`src/rtl/neuron_mac_accumulator.sv`:
```
// Neuron MAC: accumulates INT8 weight x activation products over a row, then adds bias,
// applies a rounding right-shift and saturates to INT8. Optional macro NEURON_RELU_EN clamps negatives to 0.
module neuron_mac_accumulator #(
    parameter int unsigned ADDR_W = 10,
    parameter int unsigned ACC_W  = 32
) (
    input  logic              clk,
    input  logic              rst,
    input  logic              start_i,
    input  logic [31:0]       bias_i,
    input  logic [4:0]        shift_i,
    input  logic              w_valid_i,
    input  logic [7:0]        w_data_i,
    input  logic [31:0]       w_index_i,
    input  logic              w_done_i,
    output logic [ADDR_W-1:0] act_addr_o,
    output logic              act_en_o,
    input  logic [7:0]        act_rdata_i,
    output logic              busy_o,
    output logic              result_valid_o,
    output logic [7:0]        result_o,
    output logic [ACC_W-1:0]  acc_out_o,
    output logic [31:0]       mac_count_o
);

    localparam int unsigned S_W = ((ACC_W > 32) ? ACC_W : 32) + 2;
    localparam logic signed [S_W-1:0] SAT_MAX = S_W'(127);
    localparam logic signed [S_W-1:0] SAT_MIN = S_W'(-128);

    typedef enum logic [1:0] {
        ST_IDLE   = 2'd0,
        ST_ACCUM  = 2'd1,
        ST_FINAL  = 2'd2,
        ST_OUTPUT = 2'd3
    } state_t;

    state_t state_q, state_d;

    logic signed [ACC_W-1:0] acc_q, acc_d;
    logic [31:0]             mac_q, mac_d;
    logic [7:0]              w_d_q, w_d_d;
    logic                    v_d_q, v_d_d;
    logic                    done_d_q, done_d_d;
    logic signed [31:0]      bias_q, bias_d;
    logic [4:0]              shift_q, shift_d;

    logic                    busy_q, busy_d;
    logic                    result_valid_q, result_valid_d;
    logic [7:0]              result_q, result_d;
    logic [ACC_W-1:0]        acc_out_q, acc_out_d;
    logic [31:0]             mac_out_q, mac_out_d;

    logic signed [15:0]      prod_c;
    logic signed [S_W-1:0]   rnd_c;
    logic signed [S_W-1:0]   sum_c;
    logic signed [S_W-1:0]   shifted_c;
    logic [7:0]              sat_c;
    logic                    in_accum_c;
    logic                    unused_c;

    assign act_addr_o = w_index_i[ADDR_W-1:0];
    assign act_en_o   = w_valid_i && (state_q == ST_ACCUM);
    assign unused_c   = ^w_index_i[31:ADDR_W];

    assign busy_o         = busy_q;
    assign result_valid_o = result_valid_q;
    assign result_o       = result_q;
    assign acc_out_o      = acc_out_q;
    assign mac_count_o    = mac_out_q;

    // Once the registered done is seen the row is closing; later strobes are dropped.
    assign in_accum_c = (state_q == ST_ACCUM) && !done_d_q;
    assign prod_c     = 16'($signed(w_d_q)) * 16'($signed(act_rdata_i));

    // State register
    always_ff @(posedge clk) begin
        if (rst) begin
            state_q <= ST_IDLE;
        end else begin
            state_q <= state_d;
        end
    end

    // Next-state logic; start restarts the row from any state
    always_comb begin
        state_d = state_q;
        if (start_i) begin
            state_d = ST_ACCUM;
        end else begin
            case (state_q)
                ST_IDLE:   state_d = ST_IDLE;
                ST_ACCUM:  if (done_d_q) state_d = ST_FINAL;
                ST_FINAL:  state_d = ST_OUTPUT;
                ST_OUTPUT: state_d = ST_IDLE;
                default:   state_d = ST_IDLE;
            endcase
        end
    end

    // Bias add, round-half-up shift and INT8 saturation; wide enough that nothing wraps
    always_comb begin
        rnd_c = '0;
        if (shift_q != 5'd0) begin
            rnd_c = S_W'(1) << (shift_q - 5'd1);
        end
        sum_c     = S_W'(acc_q) + S_W'(bias_q) + rnd_c;
        shifted_c = sum_c >>> shift_q;
`ifdef NEURON_RELU_EN
        if (shifted_c < 0) begin
            shifted_c = '0;
        end
`else
`endif
        if (shifted_c > SAT_MAX) begin
            sat_c = 8'h7f;
        end else if (shifted_c < SAT_MIN) begin
            sat_c = 8'h80;
        end else begin
            sat_c = shifted_c[7:0];
        end
    end

    // Datapath next-state
    always_comb begin
        acc_d     = acc_q;
        mac_d     = mac_q;
        w_d_d     = w_d_q;
        v_d_d     = 1'b0;
        done_d_d  = 1'b0;
        bias_d    = bias_q;
        shift_d   = shift_q;
        result_d  = result_q;
        acc_out_d = acc_out_q;
        mac_out_d = mac_out_q;

        if (start_i) begin
            acc_d   = '0;
            mac_d   = '0;
            w_d_d   = '0;
            bias_d  = $signed(bias_i);
            shift_d = shift_i;
        end else begin
            if (v_d_q) begin
                acc_d = acc_q + ACC_W'(prod_c);
                mac_d = mac_q + 32'd1;
            end
            if (in_accum_c) begin
                v_d_d    = w_valid_i;
                done_d_d = w_done_i;
                if (w_valid_i) begin
                    w_d_d = w_data_i;
                end
            end
            if (state_q == ST_FINAL) begin
                result_d  = sat_c;
                acc_out_d = acc_q;
                mac_out_d = mac_q;
            end
        end

        busy_d         = (state_d != ST_IDLE);
        result_valid_d = (state_d == ST_OUTPUT);
    end

    // Datapath and output registers
    always_ff @(posedge clk) begin
        if (rst) begin
            acc_q          <= '0;
            mac_q          <= '0;
            w_d_q          <= '0;
            v_d_q          <= 1'b0;
            done_d_q       <= 1'b0;
            bias_q         <= '0;
            shift_q        <= '0;
            busy_q         <= 1'b0;
            result_valid_q <= 1'b0;
            result_q       <= '0;
            acc_out_q      <= '0;
            mac_out_q      <= '0;
        end else begin
            acc_q          <= acc_d;
            mac_q          <= mac_d;
            w_d_q          <= w_d_d;
            v_d_q          <= v_d_d;
            done_d_q       <= done_d_d;
            bias_q         <= bias_d;
            shift_q        <= shift_d;
            busy_q         <= busy_d;
            result_valid_q <= result_valid_d;
            result_q       <= result_d;
            acc_out_q      <= acc_out_d;
            mac_out_q      <= mac_out_d;
        end
    end

endmodule

```
`config.mk`:
```
export PLATFORM = sky130hd
export DESIGN_NAME = neuron_mac_accumulator
export DESIGN_NICKNAME = d
export VERILOG_FILES = /design/src/rtl/neuron_mac_accumulator.sv
export SDC_FILE = /design/constraint.sdc
export NUM_CORES = 1
export LEC_CHECK = 0
export CORE_MARGIN = 1.5
export CORE_UTILIZATION = 40
export CTS_BUF_LIST = sky130_fd_sc_hd__clkbuf_4 sky130_fd_sc_hd__clkbuf_8 sky130_fd_sc_hd__clkbuf_16
export DETAILED_ROUTE_END_ITERATION = 6
export PLACE_DENSITY = 0.58
export SLEW_MARGIN = 20
export SYNTH_ARGS = -nofsm -noshare
export SYNTH_HDL_FRONTEND = slang
export SYNTH_SLANG_ARGS = --single-unit
export TNS_END_PERCENT = 1
```
`constraint.sdc`:
```
create_clock -name clk -period 10.9 [get_ports clk]
set_input_delay 3.27 -clock clk [delete_from_list [all_inputs] [get_ports clk]]
set_output_delay 3.27 -clock clk [all_outputs]
set_load 0.02 [all_outputs]
```
# Word-level counts from Yosys, hierarchy flattened
# Index checks and enable logic that the tools add are counted.
# Widths: inputs -> output; s select.
[word_totals]
elab_cells = 46
input_bits = 90
ff_bits = 187
out_inout_bits = 85
[op_classes]
n_reduce_logical = 11
n_lt_le_gt_ge = 2
shifts = 2
mux = 6
addsub = 5
n_mul = 1
n_eq_ne = 4
n_bitwise = 2
[op_table]
columns = ["op", "count"]
rows = [
  ["$add 33x34->34", 1],
  ["$gt 34x8->1 const B", 1],
  ["$lt 34x8->1 const B", 1],
  ["$mux 34", 1],
  ["$shl 1x5->34 const A", 1],
  ["$sshr 34x5->34", 1],
  ["$add 32x32->33", 1],
  ["$add 32x1->32 const B", 1],
  ["$add 32x16->32", 1],
  ["$mul 8x8->16", 1],
  ["$mux 8", 2],
  ["$eq 2x2->1 const B", 3],
  ["$pmux 2 s3", 1],
  ["$reduce_bool 5->1", 1],
  ["$sub 5x1->5 const B", 1],
  ["$mux 2", 2],
  ["$reduce_and 2->1", 2],
  ["$reduce_or 2->1", 2],
  ["$reduce_or 3->1", 1],
  ["$eq 2x1->1 const B", 1],
  ["$logic_and 1x1->1", 2],
  ["$logic_not 2->1", 1],
  ["$not 1->1", 2],
  ["$reduce_bool 2->1", 1],
  ["$logic_not 1->1", 1],
]

# Longest topological paths before layout
# Gate-level depths: netlist (run 1).
[depth]
ltp_word = 8
depth_mapped = 26
ltp_nobuf = 26

# Worst setup path after synthesis (run 1)
# No wires, ideal clock.
[synth_path]
path_kind = "input to register"
startpoint = "input port act_rdata_i[0]"
endpoint = "register acc_q[31]"
cell_stages = 22
setup_ps = 128
required_ps = 10772
n_path_buf = 1
setup_slack_ps = 1515
arrival_time_ps = 9258
cell_sequence = "clkbuf_1 -> nand2_1 -> inv_1 -> fa_1 -> fa_1 -> fa_1 -> fa_1 -> fa_1 -> ha_1 -> inv_1 -> o21bai_1 -> a31oi_1 -> o211a_1 -> nor4_1 -> o41ai_1 -> a21oi_1 -> a21o_1 -> o41ai_1 -> xnor2_1 -> nand2_1 -> xnor2_1 -> nor2_1"
[synth_via]
elab_chain_cells = 2
[synth_rtl]
columns = ["item", "line", "rtl"]
rows = [
  ["start, declared", "18", "input logic [7:0] act_rdata_i,"],
  ["$mul 8x8->16", "73", "assign prod_c = 16'($signed(w_d_q)) * 16'($signed(act_rdata_i));"],
  ["$add 32x16->32", "144", "acc_d = acc_q + ACC_W'(prod_c);"],
  ["end signal, assigned", "168", "acc_q <= '0;"],
  ["end signal, assigned", "181", "acc_q <= acc_d;"],
  ["end, declared", "39", "logic signed [ACC_W-1:0] acc_q, acc_d;"],
]
# No other way between the ends.
# A chain may end at the register's enable or synchronous reset.

# Final worst setup path (run 1)
[layout_path]
startpoint = "input port act_rdata_i[7]"
endpoint = "register acc_q[31]"
# The elaborated chain is that of the path after synthesis.

==> results of run 1 <==
-- final cells by class --
class / count / area share [%]
multi-input combinational: 1585 / 62.2
sequential: 187 / 18.4
timing repair buffer: 159 / 7.45
inverter: 291 / 5.36
tap: 592 / 3.64
clock buffer: 19 / 2.16
clock inverter: 13 / 0.854
-- sequential cells by signal, indices dropped and copies added, names as in the netlist --
name	count
acc_out_o	32
busy_o	1
shift_q	5
v_d_q	1
result_o	8
bias_q	32
result_valid_o	1
done_d_q	1
acc_q	32
state_q	2
w_d_q	8
mac_q	32
mac_count_o	32
-- per-stage QoR --
step | instances | worst slack (ps)
2_1_floorplan | 2180 | 1510
3_3_place_gp | 2814 | 695
3_5_place_dp | 2814 | 661
4_1_cts | 2846 | 1180
5_1_grt | 2846 | 684
6_report | 2846 | 1160
-- logic make-up after synthesis --
group	after synthesis	synth area share, %
adders and majority gates	274	26.2
DFF	187	20.8
AOI/OAI and AO/OA	415	15.5
other	2	0.0418
and+or+nand+nor	707	17.6
muxes	109	7.28
buffers and inverters	408	8.77
xor gates and xnor gates	78	3.80
-- where the power goes --
part | internal (mW) | switching (mW) | leakage (nW) | total (mW)
Sequential | 0.693 | 0.00733 | 1.51 | 0.700
Combinational | 0.182 | 0.276 | 7.14 | 0.458
Clock | 0.336 | 0.330 | 0.302 | 0.666
Total | 1.21 | 0.614 | 8.96 | 1.82
-- metal layers --
layer	vias to the layer above	GRT usage, %
li1	7405	-
met1	7386	29.6
met2	419	35.5
met3	61	3.67
met4	0	6.03
met5	-	0
-- final timing paths --
check,cells after the start,to,start
setup / recovery,22,acc_q[31],act_rdata_i[7]
hold / removal,2,mac_count_o[6],mac_count_o[6]
setup reg to reg,22,result_o[1],shift_q[0]
hold reg to reg,2,mac_count_o[6],mac_count_o[6]
-- cell usage in the layout, fill, tap and decap left out, drive strengths merged, types with 41 or more instances in the layout --
cell / n
o21ai: 58
nand2: 288
fa: 170
dfxtp: 187
xnor2: 42
ha: 104
a21oi: 140
inv: 298
mux2i: 80
clkdlybuf4s50: 130
and2: 41
nor2: 206
-- cells in the mapped netlist (5+ instances only) --
cell and instances:
o21ai_0 48, mux4_2 16, o32ai_1 7, dfxtp_1 187
nor4_1 8, nand2_1 288, and2_1 40, o21bai_1 7
inv_1 291, buf_1 17, buf_4 10, nand2b_1 15
or3_1 11, nor3_1 31, a41oi_1 6, mux2_2 13
and3_1 19, nand4_1 21, o31ai_1 11, a21oi_1 139
a2111oi_0 6, buf_2 6, ha_1 104, o21a_1 16
xnor2_1 42, o21ai_1 9, a211o_1 5, a22oi_1 5
mux2i_1 80, a31oi_1 18, fa_1 170, nor2_1 206
and4_1 9, or2_2 6, a21o_1 30, a211oi_1 20
nand3_1 37, clkbuf_1 84, xor2_1 36, o211ai_1 23
-- worst max-delay path, stage by stage --
cell and delay, ps:
clkdlybuf4s50_1 720, nand2b_1 150, fa_1 520, fa_1 550
inv_1 60, fa_1 520, fa_1 590, fa_1 430
ha_1 350, inv_1 70, o21bai_1 90, a31oi_1 330
o211a_1 260, nor4_1 100, o41ai_1 610, a21oi_1 290
a21o_1 250, o41ai_1 370, xnor2_1 220, nand2_1 100
xnor2_1 170, nor2_1 50
==> results.toml, run 1 <==
[yosys]
ys.warnings.count = 0
syn-mean-instance-area_um2 = 8.24
synth_edf_count = 0
synthFlopType = "dfxtp_1"
synth_top_area_share_pct = 20.8
ys_types = 88
syn_inst = 2180
async_reset_ff_share_pct = 0
ys_ff_latch = 187
yosysSeqAreaShare_pct = 20.8
synth_top_area_cell = "dfxtp_1"
syn-cell-area_mm2 = 0.0180
synth_nets = 2544
synth_area_leaders = "dfxtp_1, fa_1, ha_1"

[worst_hold_path]
holdCritPathClass = "reg -> reg"

[sta]
slew_headroom_pct = 39.0
timing_hold_violations_final = 0
skew_ps = 14.0
min_period_ps = 9740
setup_violations = 0
worst_slew_pin_slew_ps = 912
clock.fmax_mhz = 103
final.period_utilization_pct = 89.4
rsz0062_at_grt = "no"
fin_setup_tns_ps = 0
whs_ps = 455
drv_slew = 0

[clocking]
clock-root-buffer = "clkbuf_16"
cts_tree = "yes"
holdBufCountCts = 0
cts_buffers = 17
htreeDepth = 4
clockBufferDepth = 2
cts_setup_buffers = 0
clock_sinks = 187
insertion_delay_ps = 490
cts-resized-gates = 0
path_clk_slew_ps = 80

[routing]
routed_wirelength_mm = 48.6
routedWlPerCell_um = 17.1
drc = 0
route.met2.wl_mm = 22.9
avgViaCountPerCell = 5.37
wl_met3_mm = 2.29
maxUsedRoutingLayer = "met4"
dr_total_vias = 15300
dr.pass1.iters = 6
drt-met1-wl_mm = 22.5
drtIter0Drc = 1110
ant_nets = 0

[floorplan]
rows = 77
die_w_um = 215
die_y_um = 215
core_mm2 = 0.0443
dieArea_mm2 = 0.0462
ios = 175
start_util_pct = 40.6

[global_route]
grt_max_degree = 86
grt_overflow = 0
antenna_found_initial = 0
grt_pass1_wl_mm = 80.3
grt_pass1_vias = 14900
grt_use_total_pct = 21.8

[power_and_ir_drop]
ir_worst_vdd_mv = 0.123
finalPower_mw = 1.82
p_leak_nw = 8.96
power_density_mw_per_mm2 = 89.6

[final_layout]
multi_input_area_mm2 = 0.0127
syn_to_final_growth_pct = 13.3
nets = 2605
nFillCells = 4496
fin_util_pct = 46.0
seq_area_mm2 = 0.00374
final_area_mm2 = 0.0204
drive_gt1_share_pct = 5.15
n_antenna_cell = 0

[flow_run]
cap_violations = 0

[critical_path]
critPathCaptureType = "register"
crit_required_ps = 11240
path_max_fanout = 8
cp.arrival_ps = 10090
ff2ff_setup_slack_ps = 3250
worstSetupPathType = "in -> reg"
start_kind = "input pin"

[place]
io_buffers = 132
dpl_cell_area_mm2 = 0.0198
gp_congestion = 0.901
dp.final_hpwl_mm = 37.7

[status]
status = "finished clean"
Note: power is estimated with default switching activity, not from simulation.
==> run 2: changes to the inputs <==
Settings changed: ABC_CLOCK_PERIOD_IN_PS set to 10900, SLEW_MARGIN 20 to not set.
==> results of run 2 <==
Final layout, timing and power as in run 1 (identical DEF).
